## src/rtl/lsu_pkg.sv

```systemverilog
// Shared constants, state encoding and access-legality check for the LSU stage.
package lsu_pkg;

  localparam int LANES = 4;

  localparam logic [2:0] F3_B  = 3'b000;
  localparam logic [2:0] F3_H  = 3'b001;
  localparam logic [2:0] F3_W  = 3'b010;
  localparam logic [2:0] F3_BU = 3'b100;
  localparam logic [2:0] F3_HU = 3'b101;

  typedef enum logic [1:0] {IDLE, REQ, WAIT, DONE} state_t;

  // One flag covers ren&wen conflicts, illegal width codes and misalignment.
  function automatic logic lsu_err(input logic ren, input logic wen,
                                   input logic [2:0] f3, input logic [1:0] a);
    logic bad_f3;
    logic mis;
    if (ren) bad_f3 = !(f3 inside {F3_B, F3_H, F3_W, F3_BU, F3_HU});
    else     bad_f3 = !(f3 inside {F3_B, F3_H, F3_W});
    mis = ((f3[1:0] == 2'b01) && a[0]) || ((f3[1:0] == 2'b10) && (a != 2'b00));
    return (ren && wen) || ((ren || wen) && (bad_f3 || mis));
  endfunction

endpackage

```

## src/rtl/lsu_load_fmt.sv

```systemverilog
// Load formatter: picks the addressed byte/half of a raw word and extends it.
module lsu_load_fmt
  import lsu_pkg::*;
(
  input  logic [2:0]  i_funct3,
  input  logic [1:0]  i_addr,
  input  logic [31:0] i_raw,
  output logic [31:0] o_data
);

  logic [7:0]  w_b;
  logic [15:0] w_h;

  always_comb begin
    w_b = i_raw[{i_addr, 3'b000} +: 8];
    w_h = i_addr[1] ? i_raw[31:16] : i_raw[15:0];
    case (i_funct3)
      F3_B:    o_data = {{24{w_b[7]}}, w_b};
      F3_BU:   o_data = {24'b0, w_b};
      F3_H:    o_data = {{16{w_h[15]}}, w_h};
      F3_HU:   o_data = {16'b0, w_h};
      default: o_data = i_raw;
    endcase
  end

endmodule

```

## src/rtl/lsu_stage.sv

```systemverilog
// Memory-access stage: one load/store at a time over a valid/ready dmem port,
// formatted result handed to write-back over a valid/ready handshake.
module lsu_stage
  import lsu_pkg::*;
#(
  parameter int WIDTH = 32
) (
  input  logic             clk,
  input  logic             rst,
  input  logic             in_valid,
  output logic             in_ready,
  input  logic             mem_ren,
  input  logic             mem_wen,
  input  logic [2:0]       funct3,
  input  logic [WIDTH-1:0] alu_result,
  input  logic [WIDTH-1:0] store_data,
  output logic             dmem_req_valid,
  input  logic             dmem_req_ready,
  output logic             dmem_we,
  output logic [WIDTH-1:0] dmem_addr,
  output logic [WIDTH-1:0] dmem_wdata,
  output logic [LANES-1:0] dmem_wmask,
  input  logic             dmem_resp_valid,
  input  logic [WIDTH-1:0] dmem_rdata,
  output logic             out_valid,
  input  logic             out_ready,
  output logic [WIDTH-1:0] out_data,
  output logic             misalign_err
);

  state_t           r_state, w_next;
  logic [2:0]       r_f3;
  logic [1:0]       r_off;
  logic             w_accept;
  logic             w_is_mem;
  logic             w_err;
  logic [LANES-1:0] w_lane_mask;
  logic [WIDTH-1:0] w_lane_data;
  logic [WIDTH-1:0] w_fmt;

  assign w_accept = in_valid && in_ready;
  assign w_is_mem = mem_ren || mem_wen;
  assign w_err    = lsu_err(mem_ren, mem_wen, funct3, alu_result[1:0]);

  always_ff @(posedge clk) begin
    if (rst) r_state <= IDLE;
    else     r_state <= w_next;
  end

  always_comb begin
    w_next = r_state;
    case (r_state)
      IDLE:    if (w_accept) w_next = (w_is_mem && !w_err) ? REQ : DONE;
      REQ:     if (dmem_req_ready) w_next = WAIT;
      WAIT:    if (dmem_resp_valid) w_next = DONE;
      DONE:    if (out_ready) w_next = IDLE;
      default: w_next = IDLE;
    endcase
  end

  always_comb begin
    in_ready       = (r_state == IDLE);
    dmem_req_valid = (r_state == REQ);
    out_valid      = (r_state == DONE);
  end

  // Store lane steering: narrow data is replicated so any lane sees it.
  always_comb begin
    case (funct3[1:0])
      2'b00: begin
        w_lane_mask = 4'b0001 << alu_result[1:0];
        w_lane_data = {4{store_data[7:0]}};
      end
      2'b01: begin
        w_lane_mask = 4'b0011 << alu_result[1:0];
        w_lane_data = {2{store_data[15:0]}};
      end
      default: begin
        w_lane_mask = 4'b1111;
        w_lane_data = store_data;
      end
    endcase
  end

  lsu_load_fmt u_fmt (
    .i_funct3 (r_f3),
    .i_addr   (r_off),
    .i_raw    (dmem_rdata),
    .o_data   (w_fmt)
  );

  always_ff @(posedge clk) begin
    if (rst) begin
      r_f3         <= '0;
      r_off        <= '0;
      dmem_we      <= 1'b0;
      dmem_addr    <= '0;
      dmem_wdata   <= '0;
      dmem_wmask   <= '0;
      out_data     <= '0;
      misalign_err <= 1'b0;
    end else begin
      if (w_accept) begin
        r_f3         <= funct3;
        r_off        <= alu_result[1:0];
        misalign_err <= w_err;
        out_data     <= w_is_mem ? '0 : alu_result;
        // Bus fields only change for ops that will actually reach the bus.
        if (w_is_mem && !w_err) begin
          dmem_we    <= mem_wen;
          dmem_addr  <= {alu_result[WIDTH-1:2], 2'b00};
          dmem_wdata <= mem_wen ? w_lane_data : '0;
          dmem_wmask <= mem_wen ? w_lane_mask : '0;
        end
      end
      if (r_state == WAIT && dmem_resp_valid)
        out_data <= dmem_we ? '0 : w_fmt;
    end
  end

endmodule

```

## config.mk

```make
export PLATFORM = sky130hd
export DESIGN_NAME = lsu_stage
export DESIGN_NICKNAME = d
export VERILOG_FILES = /design/src/rtl/lsu_pkg.sv /design/src/rtl/lsu_load_fmt.sv /design/src/rtl/lsu_stage.sv
export SDC_FILE = /design/constraint.sdc
export NUM_CORES = 1
export LEC_CHECK = 0
export ABC_CLOCK_PERIOD_IN_PS = 1800
export BUFFER_PORTS_ARGS = -buffer_cell sky130_fd_sc_hd__buf_4
export CORE_MARGIN = 2
export CORE_UTILIZATION = 44
export DETAILED_ROUTE_END_ITERATION = 6
export PLACE_DENSITY_LB_ADDON = 0.1
export SYNTH_ARGS = -nofsm -noshare
export SYNTH_HDL_FRONTEND = slang
export SYNTH_SLANG_ARGS = --single-unit
```

## constraint.sdc

```tcl
create_clock -name clk -period 1.8 [get_ports clk]
set_clock_uncertainty 0.1 [all_clocks]
set_input_delay 0.09 -clock clk [delete_from_list [all_inputs] [get_ports clk]]
set_output_delay 0.09 -clock clk [all_outputs]
set_load 0.01 [all_outputs]
```

==> metrics.csv <==
metric,value,unit
status,"complete, but fails checks",
violations,"DRC, hold timing, setup timing",
fmax,538,MHz
grt_pass1_vias,5616,
reg2reg_setup_slack,-60,ps
antenna_cells,0,
r2r_end,dmem_wdata[15]$_SDFFE_PP0P_,
fin_crit,1860,ps
setup_ws,-59.5,ps
async_flop_share,0,
regToRegStartpoint,r_state[0]$_SDFFE_PP0P_,
clock_latency,350,ps
cts_buffer_depth,2,
cts_root_buf,clkbuf_16,
dieArea,12800,sq um
crit_path_end,dmem_wdata[15]$_SDFFE_PP0P_,
die-width,113,um
grt_pass1_wl,29000,um
synth_area,5230,sq um
synth-seq-cells,107,
cts_inserted_buffers,9,
yosysUniqueCellTypes,45,
holdPathStages,2,
crit_type,reg -> reg,
die_y,113,um
syn_inst,641,
row_count,39,
h-tree-depth,3,
hold_viol_final,14,
hpwlAfterDp,13500,um
synth_flop_cell,dfxtp_1,
ios,212,
overflow,0,
end_kind,flip-flop,
slew_violations,0,
vias,5928,
antenna_found_initial,0,
timing.hold.ws,-62.6,ps
instances_no_fill,1082,
wl_per_cell,18.3,um
numClockSinks,107,
coreArea,11500,sq um
worstMarginPinSlew,612,ps
cp.arrival,2000,ps
slew_headroom,0.592,
ys_seq_area_frac,0.409,
cp_max_fo,5,
power_density,1030,nW/um^2
grt_max_degree,73,
min_path_type,in -> reg,
drt-initial-drc-count,411,
worst_ir_drop_vdd,0.641,mV
wl,19800,um
cts.reportedPaths.clkPinSlew,70,ps
grt_usage,0.288,
period_share,1.03,
numPortBuffers,209,
rr_worst_depth,8,
globalplace.congestion,0.899,
rsz0062_at_grt,true,
p_total,9030,uW
fin_nets,1045,
place_inst,990,
ys_warn_count,0,
leakagePower,0.00382,uW
place_ws,-65.7,ps
startpoint,r_state[0]$_SDFFE_PP0P_,
drv_cap,0,
drtAntennaViolNets,0,
area_delta_synth_final,67.1,%
setup_viol_count_final,70,
synth_edf_count,0,
drive_gt1_frac,0.430,
dr.pass1.iters,7,
cp-start-kind,flip-flop,
nFillCells,835,
viasPerCell,5.48,
worstPathRequired,1940,ps
start_util,0.454,
synth_area_per_cell,8.16,sq um
drc,12,
cts_tree,yes,
## synth_stat cells, types with 3 or more instances
cell | n | area [sq um]
mux2_2 | 15 | 169
buf_4 | 3 | 22.5
nand2b_1 | 5 | 31.3
a221oi_1 | 17 | 149
clkbuf_1 | 31 | 116
inv_1 | 17 | 63.8
nor2_1 | 44 | 165
nand2_1 | 126 | 473
a221oi_2 | 10 | 150
o21ai_0 | 25 | 125
a21o_1 | 16 | 120
buf_2 | 13 | 65.1
o221ai_1 | 3 | 26.3
nor3_1 | 33 | 165
mux4_2 | 3 | 67.6
buf_1 | 4 | 15.0
a21oi_1 | 78 | 390
dfxtp_1 | 107 | 2140
ha_1 | 4 | 50.1
a211oi_1 | 10 | 75.1
buf_6 | 6 | 67.6
o211ai_1 | 3 | 22.5
and2_1 | 3 | 18.8
mux2i_1 | 21 | 210
nand3_1 | 19 | 95.1
## worst max-delay path: stages (launching register included)
cell       delay (ps)
dfxtp_2           340
inv_4              80
ha_4              150
nand2_4            50
buf_8             120
o41a_1            540
clkbuf_16         250
nand2_2            50
o21ai_1            60
## report_power, final
group | switching (uW) | internal [uW] | leakage (uW)
Sequential | 217 | 2700 | 0.000871
Clock | 945 | 1130 | 0.000149
Combinational | 2020 | 2010 | 0.00280
## timing repair
action / 4_1_cts / 5_1_grt
buffers inserted: 2 / 5
setup endpoints to repair: 25 / 96
pin swaps: 1 / 38
gates cloned: 0 / 7
hold buffers: 60 / 3
gates resized for setup: 7 / 120
endpoints found under the hold margin: 86 / 13
## metrics by stage
stage / cell area [sq um] / utilization / TNS, ps
detailed placement: 7230 / 0.628 / -671
CTS: 8200 / 0.712 / -271
finish: 8740 / 0.759 / -1650
floorplan: 5270 / - / -1130
global route: 8740 / 0.759 / -6500
global placement: 7230 / 0.628 / -38.6
## cell type report
| cell class | count | area (sq um) | share of cell area |
|---|---|---|---|
| Tap cell | 143 | 179 | 0.0205 |
| Multi-Input combinational cell | 461 | 3100 | 0.354 |
| Inverter | 17 | 68.8 | 0.00787 |
| Sequential cell | 107 | 2150 | 0.246 |
| Clock inverter | 6 | 72.6 | 0.00830 |
| Clock buffer | 10 | 239 | 0.0273 |
| Timing Repair Buffer | 338 | 2940 | 0.336 |
## placed cells by master, fill, tap and decap left out, types with 20 or more instances in the layout
cell           instances
dfxtp_1              104
dlygate4sd3_1         62
nand2_2               32
mux2i_1               21
buf_4                249
nand2_1               79
a221oi_2              20
nor3_1                32
nor2_1                42
a21oi_1               75
## state kept, by name, indices dropped and copies added (netlist names)
signal        flops
r_off             2
dmem_addr        30
r_state           2
misalign_err      1
dmem_we           1
dmem_wdata       32
r_f3              3
dmem_wmask        4
out_data         32
## routing by layer
layer	routed length (um)	GRT usage
met1	8420	0.385
met3	1370	0.0503
met4	529	0.100
met5	0	0
met2	9510	0.473
## cells by family (layout without fill, tap and decap cells)
kind of cell	count (synthesis)	count (layout)	synth area share
fa+ha+maj	4	4	0.00957
other cells	1	2	0.000717
compound gates	175	175	0.226
flops	107	107	0.409
simple gates	241	241	0.202
mux	39	39	0.0854
buf+inv	74	371	0.0670
## how the worst min path moves through the flow
| stage | start | to | slack, ps |
|---|---|---|---|
| 2_1_floorplan | alu_result[1] | r_off[1]$_SDFFE_PP0P_ | 120 |
| 3_3_place_gp | alu_result[7] | dmem_addr[7]$_SDFFE_PP0P_ | 260 |
| 3_5_place_dp | alu_result[7] | dmem_addr[7]$_SDFFE_PP0P_ | 260 |
| 4_1_cts | rst | dmem_wdata[2]$_SDFFE_PP0P_ | -60 |
| 5_1_grt | rst | dmem_wdata[20]$_SDFFE_PP0P_ | -50 |
| 6_report | rst | dmem_wdata[6]$_SDFFE_PP0P_ | -60 |
Note: power is estimated with default switching activity, not from simulation.
